===== src/rtl/hc_sr_pkg.sv =====
// Shared types and defaults for the HC-SR04 trigger sequencer.
// Holds the sequencer state encoding, sweep mode codes and timing defaults.
package hc_sr_pkg;

   typedef enum logic [2:0] {
      IDLE,
      TRIG,
      WAIT_RISE,
      MEASURE,
      GAP
   } hc_sr_state_e;

   localparam logic MODE_CONT   = 1'b0;
   localparam logic MODE_SINGLE = 1'b1;

   localparam int TRIG_US_DEF = 10;
   localparam int SLOT_US_DEF = 60000;

endpackage


===== src/rtl/hc_sr_echo_sync.sv =====
// One echo pin: 2-flop synchroniser plus edge detect on the synchronised level.
// The synchronised level lags the pin by two cycles; edges are flagged in the cycle the level changes.
module hc_sr_echo_sync (
   input  logic clk_us,
   input  logic Rst_n,
   input  logic echo,
   output logic echo_lvl,
   output logic echo_rise,
   output logic echo_fall
);

   logic sync_p0;
   logic sync_p1;
   logic sync_p2;

   always_ff @(posedge clk_us or negedge Rst_n) begin
      if (!Rst_n) begin
         sync_p0 <= 1'b0;
         sync_p1 <= 1'b0;
         sync_p2 <= 1'b0;
      end else begin
         sync_p0 <= echo;
         sync_p1 <= sync_p0;
         sync_p2 <= sync_p1;
      end
   end

   assign echo_lvl  = sync_p1;
   assign echo_rise = sync_p1 & ~sync_p2;
   assign echo_fall = ~sync_p1 & sync_p2;

endmodule


===== src/rtl/hc_sr_trig_seq.sv =====
// Round-robin HC-SR04 trigger sequencer: one slot per channel, fires trig, then times the echo.
// Emits one registered result per channel per completed slot (width in us or timeout).
module hc_sr_trig_seq
   import hc_sr_pkg::*;
#(
   parameter int N_CH    = 4,
   parameter int CH_W    = 2,
   parameter int TRIG_US = TRIG_US_DEF,
   parameter int SLOT_US = SLOT_US_DEF,
   parameter int CNT_W   = 16
) (
   input  logic              clk_us,
   input  logic              Rst_n,
   input  logic              en,
   input  logic              mode,
   input  logic              start,
   input  logic [N_CH-1:0]   echo,
   output logic [N_CH-1:0]   trig,
   output logic              busy,
   output logic              meas_vld,
   output logic [CH_W-1:0]   meas_ch,
   output logic [CNT_W-1:0]  meas_us,
   output logic              meas_timeout
);

   localparam logic [CNT_W-1:0] SLOT_LAST = CNT_W'(SLOT_US - 1);
   localparam logic [CNT_W-1:0] TRIG_LAST = CNT_W'(TRIG_US - 1);
   localparam logic [CNT_W-1:0] CNT_MAX   = {CNT_W{1'b1}};
   localparam logic [CH_W-1:0]  CH_LAST   = CH_W'(N_CH - 1);

   hc_sr_state_e      state;
   logic [CNT_W-1:0]  slot_cnt;
   logic [CNT_W-1:0]  width;
   logic [CH_W-1:0]   ch;

   logic [N_CH-1:0]   echo_lvl;
   logic [N_CH-1:0]   echo_rise;
   logic [N_CH-1:0]   echo_fall;
   logic              sel_lvl;
   logic              sel_rise;
   logic              sel_fall;
   logic              slot_end;

   function automatic logic [CNT_W-1:0] sat_inc(input logic [CNT_W-1:0] v);
      return (v == CNT_MAX) ? v : v + 1'b1;
   endfunction

   function automatic logic [N_CH-1:0] ch_onehot(input logic [CH_W-1:0] c);
      logic [N_CH-1:0] r;
      for (int i = 0; i < N_CH; i++) begin
         r[i] = (c == CH_W'(i));
      end
      return r;
   endfunction

   for (genvar g = 0; g < N_CH; g++) begin : g_sync
      hc_sr_echo_sync u_sync (
         .clk_us    (clk_us),
         .Rst_n     (Rst_n),
         .echo      (echo[g]),
         .echo_lvl  (echo_lvl[g]),
         .echo_rise (echo_rise[g]),
         .echo_fall (echo_fall[g])
      );
   end

   assign sel_lvl  = echo_lvl[ch];
   assign sel_rise = echo_rise[ch];
   assign sel_fall = echo_fall[ch];
   assign slot_end = (slot_cnt == SLOT_LAST);

   always_ff @(posedge clk_us or negedge Rst_n) begin
      if (!Rst_n) begin
         state        <= IDLE;
         slot_cnt     <= '0;
         width        <= '0;
         ch           <= '0;
         trig         <= '0;
         busy         <= 1'b0;
         meas_vld     <= 1'b0;
         meas_ch      <= '0;
         meas_us      <= '0;
         meas_timeout <= 1'b0;
      end else begin
         meas_vld <= 1'b0;
         if (state == IDLE) begin
            slot_cnt <= '0;
            if (en && (mode == MODE_CONT || start)) begin
               state <= TRIG;
               ch    <= '0;
               trig  <= ch_onehot('0);
               busy  <= 1'b1;
            end
         end else if (!en) begin
            // Abort wins over any result that would have been strobed on this edge.
            state    <= IDLE;
            slot_cnt <= '0;
            ch       <= '0;
            trig     <= '0;
            busy     <= 1'b0;
         end else begin
            slot_cnt <= slot_end ? '0 : slot_cnt + 1'b1;
            case (state)
               TRIG: begin
                  if (slot_cnt == TRIG_LAST) begin
                     trig  <= '0;
                     state <= WAIT_RISE;
                  end
               end
               WAIT_RISE: begin
                  if (sel_rise) begin
                     width <= CNT_W'(1);
                     state <= MEASURE;
                  end
                  if (slot_end) begin
                     meas_vld     <= 1'b1;
                     meas_ch      <= ch;
                     meas_us      <= sel_rise ? CNT_W'(1) : '0;
                     meas_timeout <= 1'b1;
                  end
               end
               MEASURE: begin
                  if (sel_fall) begin
                     meas_vld     <= 1'b1;
                     meas_ch      <= ch;
                     meas_us      <= width;
                     meas_timeout <= 1'b0;
                     state        <= GAP;
                  end else begin
                     if (sel_lvl) begin
                        width <= sat_inc(width);
                     end
                     if (slot_end) begin
                        meas_vld     <= 1'b1;
                        meas_ch      <= ch;
                        meas_us      <= sel_lvl ? sat_inc(width) : width;
                        meas_timeout <= 1'b1;
                     end
                  end
               end
               default: ;
            endcase
            // Slot boundary overrides the per-state next state chosen above.
            if (slot_end) begin
               if (ch != CH_LAST) begin
                  ch    <= CH_W'(ch + 1'b1);
                  state <= TRIG;
                  trig  <= ch_onehot(CH_W'(ch + 1'b1));
               end else if (mode == MODE_CONT) begin
                  ch    <= '0;
                  state <= TRIG;
                  trig  <= ch_onehot('0);
               end else begin
                  ch    <= '0;
                  state <= IDLE;
                  trig  <= '0;
                  busy  <= 1'b0;
               end
            end
         end
      end
   end

endmodule


===== config.mk =====
export PLATFORM = sky130hd
export DESIGN_NAME = hc_sr_trig_seq
export DESIGN_NICKNAME = d
export VERILOG_FILES = /design/src/rtl/hc_sr_pkg.sv /design/src/rtl/hc_sr_echo_sync.sv /design/src/rtl/hc_sr_trig_seq.sv
export SDC_FILE = /design/constraint.sdc
export NUM_CORES = 1
export LEC_CHECK = 0
export CELL_PAD_IN_SITES_DETAIL_PLACEMENT = 1
export CELL_PAD_IN_SITES_GLOBAL_PLACEMENT = 2
export CORE_MARGIN = 8
export CORE_UTILIZATION = 35
export DETAILED_ROUTE_END_ITERATION = 10
export GPL_TIMING_DRIVEN = 0
export PLACE_DENSITY = 0.75
export SKIP_LAST_GASP = 1
export SLEW_MARGIN = 20
export SYNTH_ARGS = -nofsm -noshare
export SYNTH_HDL_FRONTEND = slang
export SYNTH_SLANG_ARGS = --single-unit
export TNS_END_PERCENT = 1

===== constraint.sdc =====
create_clock -name clk_us -period 6.15 [get_ports clk_us]
set_clock_uncertainty 0.1 [all_clocks]
set_input_delay 0.615 -clock clk_us [delete_from_list [all_inputs] [get_ports clk_us]]
set_output_delay 0.615 -clock clk_us [all_outputs]
set_load 0.01 [all_outputs]

---- After elaboration in Yosys (flattened, before gate mapping) ----
Index checks and enable logic that the tools add are counted.
storage, ports and cells
  bits in latches ......................... 0
  input bits .............................. 9
  bits in writable memories ............... 0
  ROM bits ................................ 0
  register bits after elaboration ......... 74
  memories ................................ 0
  output and inout port bits .............. 25
operators by class
  multipliers ............................. 0
  divide/modulo/power cells ............... 0
  $lt $le $gt $ge ......................... 1
  equality and inequality tests ........... 24
  bitwise logic cells ..................... 18
  reductions and logical operators ........ 12
  add/sub/neg operators ................... 3
  shift-type cells ........................ 0
  muxes and demuxes ....................... 59
operators with widths
  kind                                                                      count
  16-bit 2-to-1 mux                                                         10
  16-bit one-hot mux with 2 select lines                                    2
  16-bit by 1-bit adder with 16-bit output (second input constant)          2
  16-bit == test (second input constant)                                    2
  4-bit 2-to-1 mux                                                          7
  3-bit 2-to-1 mux                                                          7
  1-bit 2-to-1 mux                                                          19
  16-bit by 4-bit == test with 1-bit output (second input constant)         1
  5-bit inequality test (second input constant)                             3
  5-bit AND reduction                                                       3
  2-bit 2-to-1 mux                                                          7
  1-bit NOT                                                                 10
  3-bit one-hot mux with 3 select lines                                     1
  1-bit bitwise AND                                                         8
  2-bit inequality test (second input constant)                             4
  4-bit by 1-bit inequality test with 1-bit output (second input constant)  2
  1-bit binary-select mux with 2-bit select                                 3
  3-bit by 2-bit == test with 1-bit output (second input constant)          2
  3-bit by 1-bit inequality test with 1-bit output (second input constant)  2
  3-bit inequality test (second input constant)                             2
  6-bit by 1-bit inequality test with 1-bit output (second input constant)  1
  3-bit AND reduction                                                       2
  2-bit == test (second input constant)                                     2
  1-bit one-hot mux with 2 select lines                                     2
  other kinds (13)                                                          13

---- Logic depth before layout (Yosys ltp) ----
  depth in word-level cells ............... 9
  gate-level depth with buffers ........... 9

---- Modules after synthesis ----
A second synthesis with hierarchy kept.
second synthesis, totals
  cells, all modules ...................... 402
  area total of the unflattened synthesis .. 3853.7 um2
by module, submodules not included
  module           cells each  times used  area an instance (um2)
  hc_sr_trig_seq   382         1           3493.4
  hc_sr_echo_sync  5           4           90.1

---- Worst setup path before layout ----
OpenSTA, ideal clock, no wires.
  kind .................................... register to register
  start ................................... reg slot_cnt[0]
  end ..................................... reg meas_us[14]
  data arrival time ....................... 2.112 ns
  library setup time ...................... 0.124 ns
  cell stages (with the launch flop) ...... 10
  setup slack ............................. 3.814 ns
  cell sequence ........................... dfrtp_1 ha_1 nand4_1 or3_1 or3_1 buf_2 and2_4 buf_6 buf_8 o2bb2ai_1
between the ends
  cells in the longest elaborated chain, start to end .. 3
  elaborated cells between the ends (all ways) .. 4
RTL lines
  element                                                                          RTL line               RTL
  from (decl)                                                                      hc_sr_trig_seq.sv:32   logic [CNT_W-1:0] slot_cnt;
  from (signal assigned)                                                           hc_sr_trig_seq.sv:102  slot_cnt <= slot_end ? '0 : slot_cnt + 1'b1;
  16-bit == test (*)                                                               hc_sr_trig_seq.sv:70   assign slot_end = (slot_cnt == SLOT_LAST);
  3-bit inequality test (no line) / 2-bit inequality test (equally long branches)  n/a
  5-bit AND reduction (no line) (*)                                                n/a
  to (signal assigned)                                                             hc_sr_trig_seq.sv:118  meas_us <= sel_rise ? CNT_W'(1) : '0;
  to (signal assigned)                                                             hc_sr_trig_seq.sv:126  meas_us <= width;
  to (signal assigned)                                                             hc_sr_trig_seq.sv:136  meas_us <= sel_lvl ? sat_inc(width) : width;
  to (decl)                                                                        hc_sr_trig_seq.sv:22   output logic [CNT_W-1:0] meas_us,
Mark *: on every way between the ends. The rest lies on a longest branch, timed or not.
A chain may end at the register's enable or synchronous reset.

---- Worst setup path in the final report ----
  start ................................... in en
  end ..................................... reg meas_us[14]
between the ends
  cells in the longest elaborated chain, start to end .. 1
RTL lines
  element                        RTL line              RTL
  from (decl)                    hc_sr_trig_seq.sv:14  input logic en,
  5-bit AND reduction (no line)  n/a
No other way between the ends.

==> results.toml <==
[route]
via_per_inst = 5.394
first_iter_violations = 83
vias = 3091
firstDrtPassIters = 4
routed_wirelength_um = 9912
avgRoutedWirePerCell_um = 17.30
drtAntennaViolNets = 0
drc = 0

[cts]
post-cts-setup-buffer-count = 0
clk_transition_reported_paths_ps = 90
holdBufCountCts = 0
cts_tree = "yes"
cts_buffers = 9
cts_root_buffer = "clkbuf_8"
clock_latency_ps = 370
cts.sinks = 74
cts_resized = 0
h-tree-depth = 3
cts_buffer_depth = 2

[pwr]
p_per_area_mw_per_mm2 = 338.4
leakagePower_nw = 1.926
ir_worst_vdd_mv = 0.1308

[worst_setup_path]
cp-start-kind = "input port"
crit_family = "buffers and inverters"
path_depth = 9
cpMostUsedCell = "or3_1"
max_stage_delay_ps = 520
crit_required_ps = 6290
crit_slowest_cell = "clkdlybuf4s50_1"
path_class = "in -> reg"
cp-endpoint = "meas_us[14]"
crit_start = "en"
reg2reg_to = "width[9]"
critical_path_peak_fanout = 10
crit_path_end_kind = "register"
worstPathCellList = "clkdlybuf4s50_1, inv_1, or3_1, or3_1, buf_2, and2_4, buf_6, buf_8, o2bb2ai_1"
rrSetupSlack_ps = 3470
timing.rr.start = "ch[0]"
reg2regPathDepth = 6
cp.arrival_ps = 2880
crit_buf_inv = 5

[floorplanning]
num_rows = 38
die_height_um = 121.2
ios = 34
die_width_um = 121.2
start_util = 0.3573
die-area_sq_mm = 0.01469
core-area_sq_mm = 0.01084

[logic_synthesis]
synthSimpleGateAreaFrac = 0.2090
synth.top_cell.area_share = 0.4780
synth_area_sq_mm = 0.003874
synth_top_family_by_area = "simple AND/OR/NAND/NOR gates"
synth_edf_count = 0
synthFlopType = "dfrtp_1"
ys_ff_latch = 74
synth_seq_area_share = 0.4780
synth.top_cells.by_count = "dfrtp_1, nor2_1, nand3_1"
ys_async_sr_fraction = 1.000
synthXorXnorAreaFrac = 0.05200
synth_mux_area_frac = 0.04974
synth_compound_area_frac = 0.1421
syn_inst = 383
syn_avg_cell_area_sq_um = 10.11
synth_cell_type_count = 54
synth_area_leaders = "dfrtp_1, nand3_1, xnor2_1"
syn_nets = 400
yosys.area.top_type = "dfrtp_1"
yosysWarnings = 0
post_synth_fa_ha_maj_area_fraction = 0.02584
synth.most_common_cell = "dfrtp_1"

[placed_design]
dp_hpwl_um = 7016
io_buffers = 33
pre_cts_ws_ps = 2998
routabilityCongestion = 0.7700

[timing]
setup_tns_ps = 0
period_needed_ps = 2738
tightest_slew_ps = 733.0
maxSlewViolCount = 0
fmax_mhz = 365.2
final.period_utilization = 0.4452
hold_viol_final = 0
hold_ws_ps = 26.35
layout_setup_ws_ps = 3412
rsz0062_at_grt = "no"
setup-violations-final = 0
timing.slew.headroom = 0.5049

[global_routing]
antenna_found_initial = 0
overflow = 0
grt_pass1_vias = 3282
grt_use_total = 0.1455
grt_start_max_net_pins = 56
grt_pass1_wl_um = 17180

[status]
status = "complete, no violations"

[layout]
area_growth_pct = 19.70
layout-drive-gt1-share = 0.09007
layout.nets = 445
diodes = 0

[hold_path]
hold_path_class = "in -> async"

[job]
cap_violations = 0
[state kept, by name, indices dropped and copies added, names as in the netlist]
signal,cells
busy,1
ch,2
g_sync.u_sync.echo_lvl,4
g_sync.u_sync.sync_p0,4
g_sync.u_sync.sync_p2,4
meas_ch,2
meas_timeout,1
meas_us,16
meas_vld,1
slot_cnt,16
state,3
trig,4
width,16
[worst reg2reg max path, cell delays in order (launching register included)]
cell and delay [ps]:
dfrtp_1 480, inv_2 180, mux4_2 600, mux2_2 310
clkbuf_1 270, nor2_1 480, a31oi_1 150
[cell type report]
cell class,count,area [sq um]
multi-input cells,273,1854
repair buffers,34,355.3
well taps,140,175.2
clock inverters,6,95.09
fillers,1241,6203
clock buffers,10,137.6
inverters,17,63.81
plain buffers,19,103.9
flip-flops and latches,74,1852
[cell usage in the layout (no fill, tap or decap), types with 4 or more instances in the layout]
master / n
dfrtp_1: 74
and4_1: 4
nor2b_1: 4
nor3_1: 12
a21o_1: 5
mux2i_1: 8
nor2_1: 31
a31oi_1: 5
clkbuf_1: 11
o21ai_0: 16
clkbuf_8: 10
a22o_1: 5
a21oi_1: 9
xor2_1: 9
clkdlybuf4s50_1: 32
nand4_1: 13
ha_1: 8
nand2b_1: 11
buf_2: 5
xnor2_1: 14
a211o_1: 5
mux4_2: 4
nand2_1: 17
or3_1: 9
and3_1: 9
nand3_1: 29
inv_1: 16
o2bb2ai_1: 13
[per-stage QoR]
| step | power, mW | cell area [sq um] | util | cells |
|---|---|---|---|---|
| detailed placement | 1.133 | 4404 | 0.4063 | 557 |
| CTS | 1.597 | 4637 | 0.4277 | 573 |
| floorplan | 0.9062 | 3874 | - | 383 |
| global route | 1.668 | 4637 | 0.4277 | 573 |
| global placement | 1.118 | 4379 | 0.4040 | 556 |
| finish | 1.569 | 4637 | 0.4277 | 573 |
[worst min path at each step]
stage                                      endpoint  depth (start not counted)                startpoint
after floorplan                                busy                          0                     Rst_n
after global placement    g_sync[0].u_sync.echo_lvl                          0  g_sync[0].u_sync.sync_p0
after detailed placement  g_sync[0].u_sync.echo_lvl                          0  g_sync[0].u_sync.sync_p0
after CTS                                meas_us[7]                          1                     Rst_n
after global routing                     meas_us[7]                          1                     Rst_n
final                                    meas_us[7]                          1                     Rst_n
[layer usage]
layer | vias to the layer above | part of all wire | track usage
met5 | - | 0 | 0
met3 | 14 | 0.032 | 0.02932
met2 | 40 | 0.47 | 0.2314
met1 | 1561 | 0.48 | 0.1908
met4 | 0 | 0.016 | 0.05551
li1 | 1476 | - | -
[kinds of logic (layout without fill, tap and decap cells)]
family                     Yosys count  count (layout)
DFF                                 74              74
muxes                               14              14
AOI/OAI and AO/OA                   76              76
xor gates and xnor gates            23              23
adders and majority gates            8               8
buffers and inverters               36              86
and+or+nand+nor                    152             152
[power by group]
part,switching (mW),internal (mW)
clock,0.208,0.245
combinational,0.228,0.234
sequential,0.0744,0.579
(Power assumes the default switching activity.)
